[config.mk]
export PLATFORM = sky130hd
export DESIGN_NAME = compare_arbiter
export DESIGN_NICKNAME = d
export VERILOG_FILES = /design/src/rtl/compare_arbiter.sv
export SDC_FILE = /design/constraint.sdc
export NUM_CORES = 1
export LEC_CHECK = 0
export ABC_AREA = 1
export BUFFER_PORTS_ARGS = -buffer_cell sky130_fd_sc_hd__buf_2
export CELL_PAD_IN_SITES_DETAIL_PLACEMENT = 0
export CELL_PAD_IN_SITES_GLOBAL_PLACEMENT = 1
export CORE_MARGIN = 3
export CORE_UTILIZATION = 36
export CTS_CLUSTER_DIAMETER = 120
export DETAILED_ROUTE_END_ITERATION = 10
export PLACE_DENSITY_LB_ADDON = 0.15
export SYNTH_ARGS = -nofsm -noshare
export SYNTH_HDL_FRONTEND = slang
export SYNTH_SLANG_ARGS = --single-unit
[constraint.sdc]
create_clock -name clock -period 7.2 [get_ports clock]
set_input_delay 0.72 -clock clock [delete_from_list [all_inputs] [get_ports clock]]
set_output_delay 0.72 -clock clock [all_outputs]
set_load 0.01 [all_outputs]
[src/rtl/compare_arbiter.sv]
// Round-robin front end sharing one external 32-bit comparator between two
// requesters: registers operands, waits one execute cycle, holds the result until consumed.
module compare_arbiter #(
  parameter int unsigned WIDTH = 32,
  parameter int unsigned CNT_W = 16
) (
  input  logic             clock,
  input  logic             reset,
  input  logic             req0_valid,
  output logic             req0_ready,
  input  logic [WIDTH-1:0] req0_a,
  input  logic [WIDTH-1:0] req0_b,
  input  logic             req0_op,
  input  logic             req1_valid,
  output logic             req1_ready,
  input  logic [WIDTH-1:0] req1_a,
  input  logic [WIDTH-1:0] req1_b,
  input  logic             req1_op,
  output logic [WIDTH-1:0] cmp_a,
  output logic [WIDTH-1:0] cmp_b,
  input  logic             cmp_neq,
  input  logic             cmp_lt,
  output logic             rsp0_valid,
  input  logic             rsp0_ready,
  output logic             rsp0_result,
  output logic             rsp1_valid,
  input  logic             rsp1_ready,
  output logic             rsp1_result,
  output logic             busy,
  output logic [CNT_W-1:0] done0_cnt,
  output logic [CNT_W-1:0] done1_cnt
);

  typedef enum logic [1:0] {
    IDLE = 2'd0,
    EXEC = 2'd1,
    HOLD = 2'd2
  } state_t;

  state_t state, state_nx;
  logic   prio;
  logic   grant;
  logic   id;
  logic   op;
  logic   result;
  logic   accept;
  logic   rsp_hs;

  // Priority pointer only breaks ties; a lone requester always wins.
  always_comb begin
    grant = 1'b0;
    if (req0_valid && req1_valid) grant = prio;
    else if (req1_valid)          grant = 1'b1;
  end

  always_ff @(posedge clock or posedge reset) begin
    if (reset) state <= IDLE;
    else       state <= state_nx;
  end

  always_comb begin
    state_nx   = state;
    req0_ready = 1'b0;
    req1_ready = 1'b0;
    rsp0_valid = 1'b0;
    rsp1_valid = 1'b0;
    case (state)
      IDLE: begin
        req0_ready = req0_valid && !grant;
        req1_ready = req1_valid && grant;
        if (req0_valid || req1_valid) state_nx = EXEC;
      end
      EXEC: state_nx = HOLD;
      HOLD: begin
        rsp0_valid = !id;
        rsp1_valid = id;
        if (id ? rsp1_ready : rsp0_ready) state_nx = IDLE;
      end
      default: state_nx = IDLE;
    endcase
  end

  assign accept      = req0_ready || req1_ready;
  assign rsp_hs      = (rsp0_valid && rsp0_ready) || (rsp1_valid && rsp1_ready);
  assign busy        = (state != IDLE);
  assign rsp0_result = result;
  assign rsp1_result = result;

  always_ff @(posedge clock or posedge reset) begin
    if (reset) begin
      prio      <= 1'b0;
      cmp_a     <= '0;
      cmp_b     <= '0;
      op        <= 1'b0;
      id        <= 1'b0;
      result    <= 1'b0;
      done0_cnt <= '0;
      done1_cnt <= '0;
    end else begin
      if (accept) begin
        cmp_a <= grant ? req1_a  : req0_a;
        cmp_b <= grant ? req1_b  : req0_b;
        op    <= grant ? req1_op : req0_op;
        id    <= grant;
        if (req0_valid && req1_valid) prio <= ~grant;
      end
      if (state == EXEC) result <= op ? cmp_lt : cmp_neq;
      if (rsp_hs) begin
        if (!id && done0_cnt != '1) done0_cnt <= done0_cnt + CNT_W'(1);
        if (id && done1_cnt != '1)  done1_cnt <= done1_cnt + CNT_W'(1);
      end
    end
  end

endmodule

==> results of run 1 <==
sequential cells by signal, summed over array words and instances (netlist names):
name and cells:
state 2, op 1, cmp_b 32, id 1, rsp0_result 1, cmp_a 32, prio 1, done0_cnt 16
done1_cnt 16
metal layers:
| layer | routed length (um) | vias up |
|---|---|---|
| li1 | - | 2805 |
| met1 | 6758 | 2258 |
| met2 | 7258 | 151 |
| met3 | 1056 | 31 |
| met4 | 414 | 4 |
| met5 | 23 | - |
kinds of logic (layout without fill, tap and decap cells):
family | Yosys count | count (layout) | share of synthesized area, %
and+or+nand+nor | 360 | 360 | 25.54
AOI/OAI and AO/OA | 145 | 145 | 15.91
buffers and inverters | 134 | 359 | 10.30
DFF | 102 | 102 | 45.46
xor gates and xnor gates | 15 | 15 | 2.340
adders and majority gates | 2 | 2 | 0.4457
how the worst max path moves through the flow:
stage / slack (ps) / start / end
final: 3760 / req0_valid / req1_ready
after floorplan: 3800 / reset / cmp_a[0]$_DFFE_PP0P_
after CTS: 3710 / req0_valid / req1_ready
after global placement: 3420 / req0_valid / cmp_b[10]$_DFFE_PP0P_
after detailed placement: 3380 / req0_valid / cmp_b[6]$_DFFE_PP0P_
after global routing: 3360 / req0_valid / cmp_a[31]$_DFFE_PP0P_
metrics by stage:
stage	utilization, %	instances	hold slack, ps
2_1_floorplan	-	758	468.7
3_3_place_gp	45.31	1178	505.7
3_5_place_dp	45.31	1178	513.3
4_1_cts	47.04	1194	480.2
5_1_grt	47.04	1194	523.3
6_report	47.04	1194	448.7
layout make-up:
class / instances / area [um^2] / area share (%)
clock buffers: 15 / 257.7 / 3.591
clock inverters: 1 / 5.005 / 0.06974
inverters: 100 / 377.9 / 5.265
multi-input cells: 522 / 2496 / 34.78
flip-flops and latches: 102 / 2552 / 35.56
well taps: 211 / 264.0 / 3.679
repair buffers: 243 / 1224 / 17.05
synthesized netlist by cell type:
| master | number | area [um^2] |
|---|---|---|
| o21ai_0 | 13 | 65.06 |
| o21a_1 | 64 | 480.5 |
| buf_6 | 6 | 67.56 |
| nor2_2 | 3 | 18.77 |
| clkbuf_1 | 8 | 30.03 |
| inv_2 | 1 | 3.750 |
| dfrtp_1 | 102 | 2552 |
| nand2_4 | 2 | 22.52 |
| xor2_1 | 8 | 70.07 |
| nand4_1 | 9 | 56.30 |
| buf_4 | 2 | 15.01 |
| xnor2_1 | 7 | 61.31 |
| nand3_1 | 24 | 120.1 |
| nor2_1 | 103 | 386.6 |
| nand2_1 | 216 | 810.8 |
| nand2_2 | 2 | 12.51 |
| inv_1 | 99 | 371.6 |
| o221ai_1 | 1 | 8.760 |
| buf_2 | 18 | 90.09 |
| ha_1 | 2 | 25.02 |
| a21oi_1 | 66 | 330.3 |
| o21ai_2 | 1 | 8.760 |
| or2_1 | 1 | 6.260 |
power breakdown:
part / leakage, nW / internal [mW] / switching, mW
clock: 0.128 / 0.245 / 0.210
sequential: 1.23 / 0.790 / 0.127
combinational: 2.51 / 0.372 / 0.605
worst register-to-register path, cell delays in order, from the launching register on:
cell and delay, ps:
dfrtp_1 420, o21ai_4 590, buf_4 810, or2_1 290, nand2_4 340, buf_4 500, nor2_1 190, a21oi_1 50
==> flow_summary_export.csv, run 1 <==
group,metric,value,unit
run_status,outcome,"completed",
run,cap_violations,0,
routing,wl_per_cell,12.99,um
layout,mostFrequentLayoutCells,"buf_2, nand2_1, nor2_1, dfrtp_1, inv_1",
global_route,grt_pass1_wl,24300,um
place,port-buffer-count,240,
cts,cts_buffers,9,
power,p_leak,3.869,nW
layout,area_delta_synth_final,27.84,%
synth,netlist_area,5614,um^2
critical_path,cpPeakStageDelay,810,ps
critical_path,cp.buffers_inverters,5,
cts,h-tree-depth,3,
layout,drive_gt1_share,26.86,%
critical_path,crit_cells,7,
global_route,grt_max_degree,102,
routing,wl,15510,um
layout,diodes,0,
synth,synth_cell_types,23,
power,p_total,2.349,mW
global_route,met1_usage,23.38,%
critical_path,end_kind,"output pin",
critical_path,cp.arrival,2720,ps
critical_path,r2r-start,"prio$_DFFE_PP0P_",
critical_path,worst-r2r-setup-slack,3840,ps
routing,routed_via_density,4.396,
timing,worst_pin_slew,945.6,ps
place,place.gp.congestion,0.8091,
floorplan,initial_utilization,36.79,%
cts,postCtsSetupRepairBufs,0,
critical_path,critical-path-top-delay-family,"buffers and inverters",
timing,setup_viol,0,
timing,max_slew_margin,36.96,%
timing,period_share,47.75,%
timing,timing.fmax,0.2909,GHz
critical_path,reg2regPathDepth,7,
global_route,grt_util_met3,5.041,%
global_route,grt_usage,18.04,%
place,dp_hpwl,11620,um
floorplan,dieArea,17130,um^2
synth,syn_nets,898,
synth,yosysWarnings,0,
floorplan,row_count,45,
power,vdd_drop_max,154.3,uV
floorplan,core_area,15260,um^2
layout,finish.net_count,1118,
critical_path,timing.rr.end,"cmp_b[25]$_DFFE_PP0P_",
floorplan,ios,241,
critical_path,worstPathRequired,6480,ps
timing,clock_skew,7.254,ps
critical_path,crit_fanout,101,
critical_path,crit_type,"in2out",
timing,slew_viol_final,0,
critical_path,cp_slowest_cell,"buf_4",
routing,dr_total_vias,5249,
worst_hold_path,worstHoldPathType,"in2async",
cts,clkLatencyLatePin,350,ps
synth,synth.avg_cell_area,7.407,um^2
layout,fill_cells,1639,
routing,drc,0,
routing,firstDrtPassIters,4,
cts,hold_buffers,0,
cts,cts_tree,"built",
layout,fin_area,7177,um^2
global_route,grt_pass1_vias,4807,
floorplan,fp.dieH,130.9,um
global_route,grt_busiest_layer,"met2",
synth,ys_seq_elements,102,
layout,final_common_cell,"buf_2",
cts,clock_sinks,102,
global_route,antenna_found_initial,2,
cts,clockBufferDepth,2,
critical_path,path_cells,"buf_2 -> inv_1 -> o21ai_4 -> buf_4 -> or2_1 -> inv_1 -> buf_2",
timing,hold_viol,0,
cts,root_buffer,"clkbuf_16",
power,power_density,327.3,nW/um^2
cts,cts_resized,0,
critical_path,start_kind,"input port",
synth,synthCells,758,
timing,min_period,3438,ps
cts,clk_pin_slew_worst_paths,60,ps
synth,synth_seq_area_share,45.46,%
floorplan,die-width,130.9,um
timing,rsz0062_at_grt,"false",
routing,ant_nets,0,
timing,fin_ws,3762,ps
timing,tns,0,ps
global_route,grt_use_met2,28.49,%
global_route,overflow,0,
place,preCtsSetupSlack,3381,ps
routing,drt_iter0_markers,246,
place,post_dp_cell_area,6914,um^2
Note: power is estimated with default switching activity, not from simulation.
==> run 2: changes to the inputs <==
- CORE_UTILIZATION: 36 -> 33
- clock period: 7.2 -> 3.19 ns (I/O delays scaled with it)
==> flow_summary_export.csv, run 2 (synthesis results as in run 1) <==
group,metric,value,unit
timing,slew_viol_final,0,
run,cap_violations,0,
cts,clk_pin_slew_worst_paths,70,ps
layout,final_common_cell,"buf_2",
critical_path,cpPeakStageDelay,620,ps
floorplan,core_area,16640,um^2
critical_path,crit_type,"reg2reg",
layout,regArea,2552,um^2
routing,wl,15940,um
timing,min_period,1998,ps
cts,clkLatencyLatePin,350,ps
timing,setup_viol,0,
floorplan,ios,241,
timing,period_share,62.63,%
worst_hold_path,worstHoldPathType,"in2reg",
cts,cts_tree,"built",
critical_path,crit_path_frequent_cell,"nand2_1",
run_status,outcome,"completed",
cts,h-tree-depth,3,
floorplan,row_count,47,
routing,wl_met2,7792,um
worst_hold_path,hold_end,"state[1]$_DFFE_PP0P_",
critical_path,worst-r2r-setup-slack,1190,ps
floorplan,dieArea,18610,um^2
timing,timing.fmax,0.5005,GHz
global_route,grt_max_degree,75,
place,dp_hpwl,11970,um
layout,multi_input_area,2496,um^2
routing,firstDrtPassIters,4,
critical_path,reg2regPathDepth,8,
critical_path,cp.arrival,2280,ps
critical_path,r2r-start,"done0_cnt[0]$_DFFE_PP0P_",
layout,area_delta_synth_final,30.55,%
floorplan,initial_utilization,33.73,%
worst_hold_path,min_from,"rsp0_ready",
place,place.gp.congestion,0.7869,
cts,cts_buffers,9,
critical_path,crit_fanout,11,
timing,worst_pin_slew,811.7,ps
global_route,grt_pass1_wl,25580,um
timing,tns,0,ps
worst_hold_path,holdPathStages,2,
global_route,grt_usage,17.27,%
routing,ant_nets,0,
power,power_density,759.6,nW/um^2
critical_path,cp.buffers_inverters,0,
critical_path,worstPathRequired,3470,ps
floorplan,fp.dieH,136.4,um
critical_path,path_cells,"ha_1 -> nand2_1 -> nor2_2 -> nand2_1 -> o21ai_0 -> nor2_1 -> nand2_1 -> nand2_1",
layout,fin_util,44.04,%
routing,drt_iter0_markers,195,
layout,mostFrequentLayoutCells,"buf_2, nand2_1, nor2_1, dfrtp_1, inv_1",
critical_path,critical-path-top-delay-family,"simple AND/OR/NAND/NOR gates",
layout,reg.largest.list,"cmp_a x32, cmp_b x32",
routing,dr_total_vias,5299,
global_route,antenna_found_initial,1,
cts,clock_sinks,102,
layout,finish.net_count,1122,
global_route,overflow,0,
layout,fill_cells,1774,
power,vdd_drop_max,361.8,uV
floorplan,die-width,136.4,um
routing,top_layer_used,"met5",
routing,wl_per_cell,13.21,um
power,p_leak,3.938,nW
timing,rsz0062_at_grt,"false",
place,port-buffer-count,240,
global_route,grt_pass1_vias,5016,
critical_path,start_kind,"flip-flop",
routing,drc,0,
routing,dr_wl_met3,1106,um
cts,clockBufferDepth,2,
layout,diodes,0,
timing,max_slew_margin,45.69,%
routing,routed_via_density,4.390,
critical_path,end_kind,"flip-flop",
timing,clock_skew,7.326,ps
cts,root_buffer,"clkbuf_16",
layout,drive_gt1_share,27.56,%
routing,wl_met1,6921,um
critical_path,timing.rr.end,"done0_cnt[12]$_DFFE_PP0P_",
critical_path,cp_slowest_cell,"nor2_1",
cts,postCtsSetupRepairBufs,0,
timing,hold_viol,0,
[run 2: cell count changes in the layout (fill, tap and decap cells not counted), moves of 2 or more]
cell | previous run | this run
clkbuf_1 | 5 | 0
bufinv_16 | 0 | 3
buf_12 | 0 | 2
clkinv_4 | 0 | 2
[run 2: layout make-up]
class,instances,share of cell area [%]
Timing Repair Buffer,247,17.48
Multi-Input combinational cell,522,34.06
Clock buffer,9,3.073
Inverter,100,5.155
Tap cell,220,3.756
Clock inverter,7,1.656
Sequential cell,102,34.82
[run 2: how the worst max path moves through the flow]
stage	startpoint	endpoint	cells past startpoint
detailed placement	done0_cnt[0]$_DFFE_PP0P_	done0_cnt[12]$_DFFE_PP0P_	8
global placement	done0_cnt[0]$_DFFE_PP0P_	done0_cnt[11]$_DFFE_PP0P_	8
CTS	done0_cnt[0]$_DFFE_PP0P_	done0_cnt[12]$_DFFE_PP0P_	8
floorplan	reset	cmp_a[0]$_DFFE_PP0P_	1
finish	done0_cnt[0]$_DFFE_PP0P_	done0_cnt[12]$_DFFE_PP0P_	8
global route	done0_cnt[0]$_DFFE_PP0P_	done0_cnt[14]$_DFFE_PP0P_	8
[run 2: where the power goes]
| part | internal [mW] | leakage [nW] | switching (mW) | total, mW |
|---|---|---|---|---|
| registers | 1.78 | 1.23 | 0.285 | 2.07 |
| logic | 0.866 | 2.54 | 1.35 | 2.21 |
| clock network | 0.772 | 0.170 | 0.516 | 1.29 |
| total | 3.42 | 3.94 | 2.15 | 5.57 |
[run 2: repair_timing]
action / 4_1_cts / 5_1_grt
gates resized for setup: 0 / 0
hold buffers: 1 / 0
endpoints found under the hold margin: 5 / 0
[run 2: stage by stage]
| stage | total power, mW | hold WS [ps] | setup WS (ps) | instance area [um^2] | instances |
|---|---|---|---|---|---|
| CTS | 5.681 | 248.0 | 1164 | 7330 | 1207 |
| finish | 5.568 | 247.6 | 1192 | 7330 | 1207 |
| global placement | 4.333 | 383.3 | 1226 | 6973 | 1190 |
| detailed placement | 4.351 | 387.0 | 1185 | 6973 | 1190 |
| floorplan | 3.512 | 468.5 | 195.5 | 5614 | 758 |
| global route | 6.051 | 254.2 | 1016 | 7330 | 1207 |
[run 2: per-layer routing]
| metal | vias up | global-route usage, % |
|---|---|---|
| met2 | 135 | 28.59 |
| met3 | 10 | 6.218 |
| met1 | 2339 | 21.92 |
| met5 | - | 0 |
| met4 | 2 | 3.247 |
| li1 | 2813 | - |
